### src/rtl/drum_pkg.sv
// Shared types and constants for the drum hit detector and its per-pad relatives.
// Consumers import drum_pkg::* to get the state enum, widths and velocity scaling.
package drum_pkg;

    localparam int SAMPLE_W  = 12;
    localparam int VEL_W     = 7;
    localparam int VEL_SHIFT = 5;
    localparam int CNT_W     = 16;

    typedef enum logic [1:0] {
        IDLE = 2'd0,
        SCAN = 2'd1,
        EMIT = 2'd2,
        MASK = 2'd3
    } drum_state_e;

    function automatic logic [SAMPLE_W-1:0] sample_max(
        input logic [SAMPLE_W-1:0] a,
        input logic [SAMPLE_W-1:0] b
    );
        return (a > b) ? a : b;
    endfunction

endpackage

### src/rtl/drum_velocity_map.sv
// Combinational peak-to-velocity mapping: keep the top VEL_W bits of the peak and
// clamp a zero result to 1 so that a detected hit is never silent.
module drum_velocity_map
    import drum_pkg::*;
(
    input  logic [SAMPLE_W-1:0] peak,
    output logic [VEL_W-1:0]    velocity
);

    logic [VEL_W-1:0]     raw;
    logic [VEL_SHIFT-1:0] unused_low_bits;

    assign raw             = peak[VEL_SHIFT +: VEL_W];
    assign unused_low_bits = peak[VEL_SHIFT-1:0];
    assign velocity        = (raw == '0) ? VEL_W'(1) : raw;

endmodule

### src/rtl/drum_hit_detector.sv
// Piezo strike detector: threshold trigger, peak hold over a sample window, valid/ready
// hit emission and a retrigger mask. Optional accepted-hit counter under DRUM_HIT_COUNT_EN.
module drum_hit_detector
    import drum_pkg::*;
#(
    parameter int SCAN_SAMPLES = 16,
    parameter int MASK_SAMPLES = 256
) (
    input  logic                clk,
    input  logic                reset,
    input  logic [SAMPLE_W-1:0] sample,
    input  logic                sample_valid,
    input  logic [SAMPLE_W-1:0] thresh,
    output logic                hit_valid,
    output logic [VEL_W-1:0]    hit_velocity,
    input  logic                hit_ready,
    output logic                busy,
`ifdef DRUM_HIT_COUNT_EN
    output logic [CNT_W-1:0]    hit_count,
`endif
    output drum_state_e         dbg_state
);

    // Handshake: a hit transfers on any cycle where hit_valid && hit_ready; hit_valid
    // never drops before that and hit_velocity is frozen while hit_valid is high.

    localparam logic [CNT_W-1:0] SCAN_LOAD = CNT_W'(SCAN_SAMPLES - 1);
    localparam logic [CNT_W-1:0] MASK_LOAD = CNT_W'(MASK_SAMPLES - 1);

    drum_state_e         state;
    logic [SAMPLE_W-1:0] peak;
    logic [CNT_W-1:0]    cnt;

    logic                trigger;
    logic [SAMPLE_W-1:0] scan_peak;
    logic [SAMPLE_W-1:0] final_peak;
    logic [VEL_W-1:0]    mapped_velocity;

    always_comb begin
        trigger    = 1'b0;
        scan_peak  = sample_max(peak, sample);
        final_peak = scan_peak;
        if (sample_valid && (sample >= thresh)) begin
            trigger = 1'b1;
        end
        // A one-sample window finishes on the triggering sample itself.
        if (state == IDLE) begin
            final_peak = sample;
        end
    end

    drum_velocity_map u_velocity_map (
        .peak     (final_peak),
        .velocity (mapped_velocity)
    );

    always_ff @(posedge clk) begin
        if (reset) begin
            state        <= IDLE;
            peak         <= '0;
            cnt          <= '0;
            hit_valid    <= 1'b0;
            hit_velocity <= '0;
            busy         <= 1'b0;
        end else begin
            case (state)
                IDLE: begin
                    if (trigger) begin
                        peak <= sample;
                        cnt  <= SCAN_LOAD;
                        busy <= 1'b1;
                        if (SCAN_SAMPLES == 1) begin
                            state        <= EMIT;
                            hit_valid    <= 1'b1;
                            hit_velocity <= mapped_velocity;
                        end else begin
                            state <= SCAN;
                        end
                    end
                end
                SCAN: begin
                    // cnt holds the samples still owed to the window, so the last one
                    // arrives while cnt is 1; below-threshold samples count too.
                    if (sample_valid) begin
                        peak <= scan_peak;
                        cnt  <= cnt - 1'b1;
                        if (cnt <= CNT_W'(1)) begin
                            state        <= EMIT;
                            hit_valid    <= 1'b1;
                            hit_velocity <= mapped_velocity;
                        end
                    end
                end
                EMIT: begin
                    // Samples arriving here, including on the accept cycle, are dropped.
                    if (hit_ready) begin
                        state     <= MASK;
                        hit_valid <= 1'b0;
                        cnt       <= MASK_LOAD;
                    end
                end
                MASK: begin
                    if (sample_valid) begin
                        if (cnt == '0) begin
                            state <= IDLE;
                            busy  <= 1'b0;
                        end else begin
                            cnt <= cnt - 1'b1;
                        end
                    end
                end
                default: begin
                    state     <= IDLE;
                    hit_valid <= 1'b0;
                    busy      <= 1'b0;
                end
            endcase
        end
    end

`ifdef DRUM_HIT_COUNT_EN
    always_ff @(posedge clk) begin
        if (reset) begin
            hit_count <= '0;
        end else if (hit_valid && hit_ready) begin
            hit_count <= hit_count + 1'b1;
        end
    end
`endif

    assign dbg_state = state;

endmodule
### config.mk
export PLATFORM = sky130hd
export DESIGN_NAME = drum_hit_detector
export DESIGN_NICKNAME = d
export VERILOG_FILES = /design/src/rtl/drum_pkg.sv /design/src/rtl/drum_velocity_map.sv /design/src/rtl/drum_hit_detector.sv
export SDC_FILE = /design/constraint.sdc
export NUM_CORES = 1
export LEC_CHECK = 0
export CORE_ASPECT_RATIO = 1.4
export CORE_MARGIN = 4
export CORE_UTILIZATION = 65
export DETAILED_ROUTE_END_ITERATION = 7
export DONT_BUFFER_PORTS = 1
export MAX_ROUTING_LAYER = met4
export PLACE_DENSITY = 0.81
export RECOVER_POWER = 100
export SLEW_MARGIN = 20
export SYNTH_ARGS = -nofsm -noshare
export SYNTH_HDL_FRONTEND = slang
export SYNTH_SLANG_ARGS = --single-unit
### constraint.sdc
create_clock -name clk -period 4.6 [get_ports clk]
set_input_delay 0.92 -clock clk [delete_from_list [all_inputs] [get_ports clk]]
set_output_delay 0.92 -clock clk [all_outputs]
set_load 0.01 [all_outputs]
### Word-level counts from Yosys, hierarchy flattened

Index checks and enable logic that the tools add are counted.

* register bits: 39
* bits of input ports: 28
* output and inout port bits: 11
* word-level logic and storage cells: 61

* $add $sub $neg: 1
* $lt $le $gt $ge: 3
* equality and inequality tests: 10
* mux-type cells: 28
* reductions and logical operators: 13

Operators with widths (count)
* 2-to-1 mux 16 bit: 5
* one-hot mux 16 bit (4 select lines): 1
* 2-to-1 mux 12 bit: 4
* one-hot mux 12 bit (2 select lines): 1
* less-or-equal comparator 16 x 1 -> 1 bit (second input constant): 1
* zero test 16 bit: 1
* subtractor 16 x 1 -> 16 bit (second input constant): 1
* inequality test 2 bit (second input constant): 7
* >= comparator 12 bit: 1
* greater-than comparator 12 bit: 1
* 2-to-1 mux 2 bit: 6
* one-hot mux 2 bit (4 select lines): 1
* AND reduction 4 bit: 2
* zero test 7 bit: 1
* 2-to-1 mux 1 bit: 7
* 2-to-1 mux 7 bit: 1
* AND reduction 3 bit: 2
* AND reduction 6 bit: 1
* nonzero test 2 bit: 3
* AND reduction 5 bit: 1
* equality test 2 bit (second input constant): 2
* one-hot mux 1 bit (2 select lines): 2
* equality test 2 x 1 -> 1 bit (second input constant): 1
* zero test 2 bit: 1
* logical AND 1 bit: 1

### Logic depth before layout (Yosys ltp)

* word-level depth: 5
* gate-level depth with buffers: 10
* mapped depth without buffers: 8

### Hierarchy

Synthesis repeated with hierarchy kept, for this count alone.

* cell total of the unflattened synthesis: 349
* area, all modules: 2882.8 um^2

By module, submodules not included
* drum_hit_detector: times used 1, cells an instance 340, area an instance 2842.7 um^2, seq. area each 780.7 um^2
* drum_velocity_map: times used 1, cells an instance 9, area an instance 40.0 um^2, seq. area each 0.0 um^2

### Worst setup path before layout

OpenSTA, ideal clock, no wires.

* path kind: input to register
* start: input sample[3]
* end: register (tool-made name)
* setup time: 0.072 ns
* arrival: 2.725 ns
* required time: 4.528 ns
* setup slack: 1.803 ns
* stages: 9
* buffers on the path: 1
* path through: inv_1 ha_1 a21oi_2 a311oi_2 a2111oi_4 nor2_2 a211oi_4 buf_6 mux2i_1

RTL lines
* start: declaration: line drum_hit_detector.sv:11 `input logic [SAMPLE_W-1:0] sample,`

### Worst setup path after layout

* start: register state[0] (netlist: dbg_state[0])
* end: register peak[9]

* longest elaborated chain between the ends: 3
* elaborated cells between the ends (all ways): 7
* classes of those cells: eq/ne: 3; mux: 1; reduce/logical: 3

Ends and longest elaborated chain
* start: declaration: line drum_hit_detector.sv:30 `drum_state_e state;`
* start signal: assignment: line drum_hit_detector.sv:59 `state <= IDLE;`
* start signal: assignment: line drum_hit_detector.sv:73 `state <= EMIT;`
* start signal: assignment: line drum_hit_detector.sv:77 `state <= SCAN;`
* equality test 2 x 1 -> 1 bit or zero test 2 bit (tied branches): line drum_hit_detector.sv:66 `case (state)`
* inequality test 2 bit (no line) or nonzero test 2 bit (tied branches)
* AND reduction 3 bit (no line)
* end signal: assignment: line drum_hit_detector.sv:69 `peak <= sample;`
* end signal: assignment: line drum_hit_detector.sv:85 `peak <= scan_peak;`
* end: declaration: line drum_hit_detector.sv:31 `logic [SAMPLE_W-1:0] peak;`

Several ways; a longest one is shown, not always the timed one.
A chain may end at the register's enable or synchronous reset.

==> run metrics <==
dpl cells 389; CP Data Required Time 4.74 ns; yosys warns 0; Global Route Usage Sum 0.262; Post-Synthesis Cells 343; Static Leak 1.20 nW; n_diodes 0; Clock H-tree levels 2; Max rail drop VDD 0.348 mV; Yosys reg bits 39; Least-Margin Pin Slew 1.34 ns; clock sinks 39; Tmin final 3.53 ns; clock slew at reported path FFs 0.08 ns; RSZ-0062 raised after global routing no; Critical Path Sink Type flop; PwrDens 568 nW/um^2; Vias 2551; net count after synthesis 401; gr ovfl total 0; Max Clock Skew 0.0106 ns; post-route ant nets 0; critical path class reg -> reg; nets 394; cts repair resizes 0; Worst-Skew Late Latency 0.30 ns; Vias/cell 6.43; worst min path class reg -> reg; Cell Count, Final, Fillers Out 397; Worst EP arrival 3.67 ns; Final GP Congestion 0.875; number of synthesized flops with an enable pin 0; hpwl dp 5.01 mm; postcts setup bufs 0; Hold Vio Cnt, Final 0; Max Fanout on Critical Path 19; TritonCTS clock tree built; initial antenna violation count 0; Starting Density 0.678; Cell variety after synth 54; Layout area overhead 2.12%; period utilisation layout 0.768; Ports 39; count of final setup violators 0; first-pass GRT wire length 11.4 mm; Slew Limit Headroom 0.0982; share of cells above drive strength 1 0.0831; Syn Area/Cell 8.45 sq um; Die Y 87 microns; Synth Flop Type dfxtp_1; Seq/Total Area, Yosys 0.269; post-route setup TNS 0 ns; largest net degree at the start of global routing 34; status finished clean; DR WL/cell 17.0 microns; CP startpoint kind flop; Num CTS Buffers 5; hold_buf cts 0; Max Root-Sink Buffers 2; Max Fclk 0.283 GHz; async set-reset flop share out of synthesis 0; final slew viol count 0; starting DRC count in detailed routing 222; synthesized area 2900 sq um; Initial DRT Pass Iterations 5; vias in the first global route 2531; Core Box Area 4270 sq um; max cap viols 0; # rows 28; Die X 64.4 microns; DRC violations left 0; die area 5610 sq um; clock root cell clkbuf_8; hold_ws 0.463 ns; Final Routed Wirelength 6.75 mm; port buffer count 0
==> logic make-up after synthesis <==
family	count (synthesis)	share of synthesized area
AND/OR/NAND/NOR	117	0.218
AO/OA/AOI/OAI	89	0.244
buffers and inverters	48	0.0695
flip-flops	39	0.269
adder cells (fa/ha/maj)	30	0.130
multiplexers	20	0.0691
==> worst max-delay path: stages (launching register included) <==
cell      delay [ns]
dfxtp_1         0.50
inv_1           0.31
ha_1            0.45
inv_1           0.19
a211o_1         0.30
a211oi_2        0.94
a211oi_2        0.45
mux2i_1         0.22
==> cells in the mapped netlist, types with 2 or more instances <==
cell | n | share of area
a211o_1 | 2 | 0.0060
nor3b_1 | 2 | 0.0052
nor2_1 | 22 | 0.028
buf_2 | 2 | 0.0035
nand4b_1 | 2 | 0.0060
nor4_1 | 9 | 0.019
o21ai_0 | 10 | 0.017
nor4_4 | 2 | 0.015
nand2_1 | 40 | 0.052
o31ai_1 | 7 | 0.018
mux2i_1 | 20 | 0.069
a211oi_4 | 2 | 0.014
o41ai_1 | 5 | 0.015
a41oi_1 | 2 | 0.0060
o21bai_1 | 2 | 0.0052
a211oi_1 | 3 | 0.0078
buf_6 | 2 | 0.0078
o21ai_1 | 4 | 0.0069
a31oi_1 | 5 | 0.011
ha_1 | 30 | 0.13
clkbuf_1 | 9 | 0.012
o32ai_1 | 3 | 0.0091
nand4_1 | 6 | 0.013
a211oi_2 | 7 | 0.030
nor3_1 | 10 | 0.017
a21oi_1 | 23 | 0.040
dfxtp_1 | 39 | 0.27
inv_1 | 34 | 0.044
o311ai_0 | 2 | 0.0060
nand2b_1 | 5 | 0.011
nand3_1 | 9 | 0.016
==> metrics by stage <==
stage	area (sq um)	setup slack [ns]	power (mW)	util
2_1_floorplan	2900	1.80	1.23	-
3_3_place_gp	2900	1.45	1.38	0.679
3_5_place_dp	2900	1.34	1.40	0.679
4_1_cts	3020	1.54	1.69	0.706
5_1_grt	2960	0.750	1.81	0.692
6_report	2960	1.07	1.68	0.692
==> path summary, 6_finish.rpt <==
path / from / endpoint / slack (ns) / cells after the start
setup reg to reg: dbg_state[0] / peak[9] / 1.07 / 7
setup / recovery: dbg_state[0] / peak[9] / 1.07 / 7
hold / removal: flop / flop / 0.46 / 2
hold reg to reg: flop / flop / 0.46 / 2
==> routing by layer <==
layer,GRT usage,part of all wire,vias to the layer above
met4,0.102,0.023,0
met5,-,0,-
met2,0.467,0.53,102
li1,-,-,1249
met3,0.0517,0.055,17
met1,0.285,0.40,1183
==> placed cells by master (no fill, tap or decap), types with 5 or more instances in the layout <==
cell type,n
nor4_1,9
nand4_1,6
mux2i_1,20
nor3_1,11
o31ai_1,7
a31oi_1,5
ha_1,30
a21oi_1,22
clkbuf_8,5
nand2_1,40
o41ai_1,5
nand3_1,9
nor2_1,22
inv_1,34
nand2b_1,5
dfxtp_1,39
o21ai_0,10
a211oi_2,8
==> where the power goes <==
part / total (mW) / internal (mW) / switching (mW)
registers: 0.523 / 0.416 / 0.108
logic: 0.866 / 0.309 / 0.557
clock network: 0.290 / 0.162 / 0.128
total: 1.68 / 0.887 / 0.793
==> final cells by class <==
class                   instances  area (sq um)
multi-input cells             256          1860
fillers                       384          1320
flip-flops and latches         39           781
inverters                      34           128
well taps                      60          75.1
clock buffers                   5          68.8
clock inverters                 3          43.8
(Power assumes the default switching activity.)
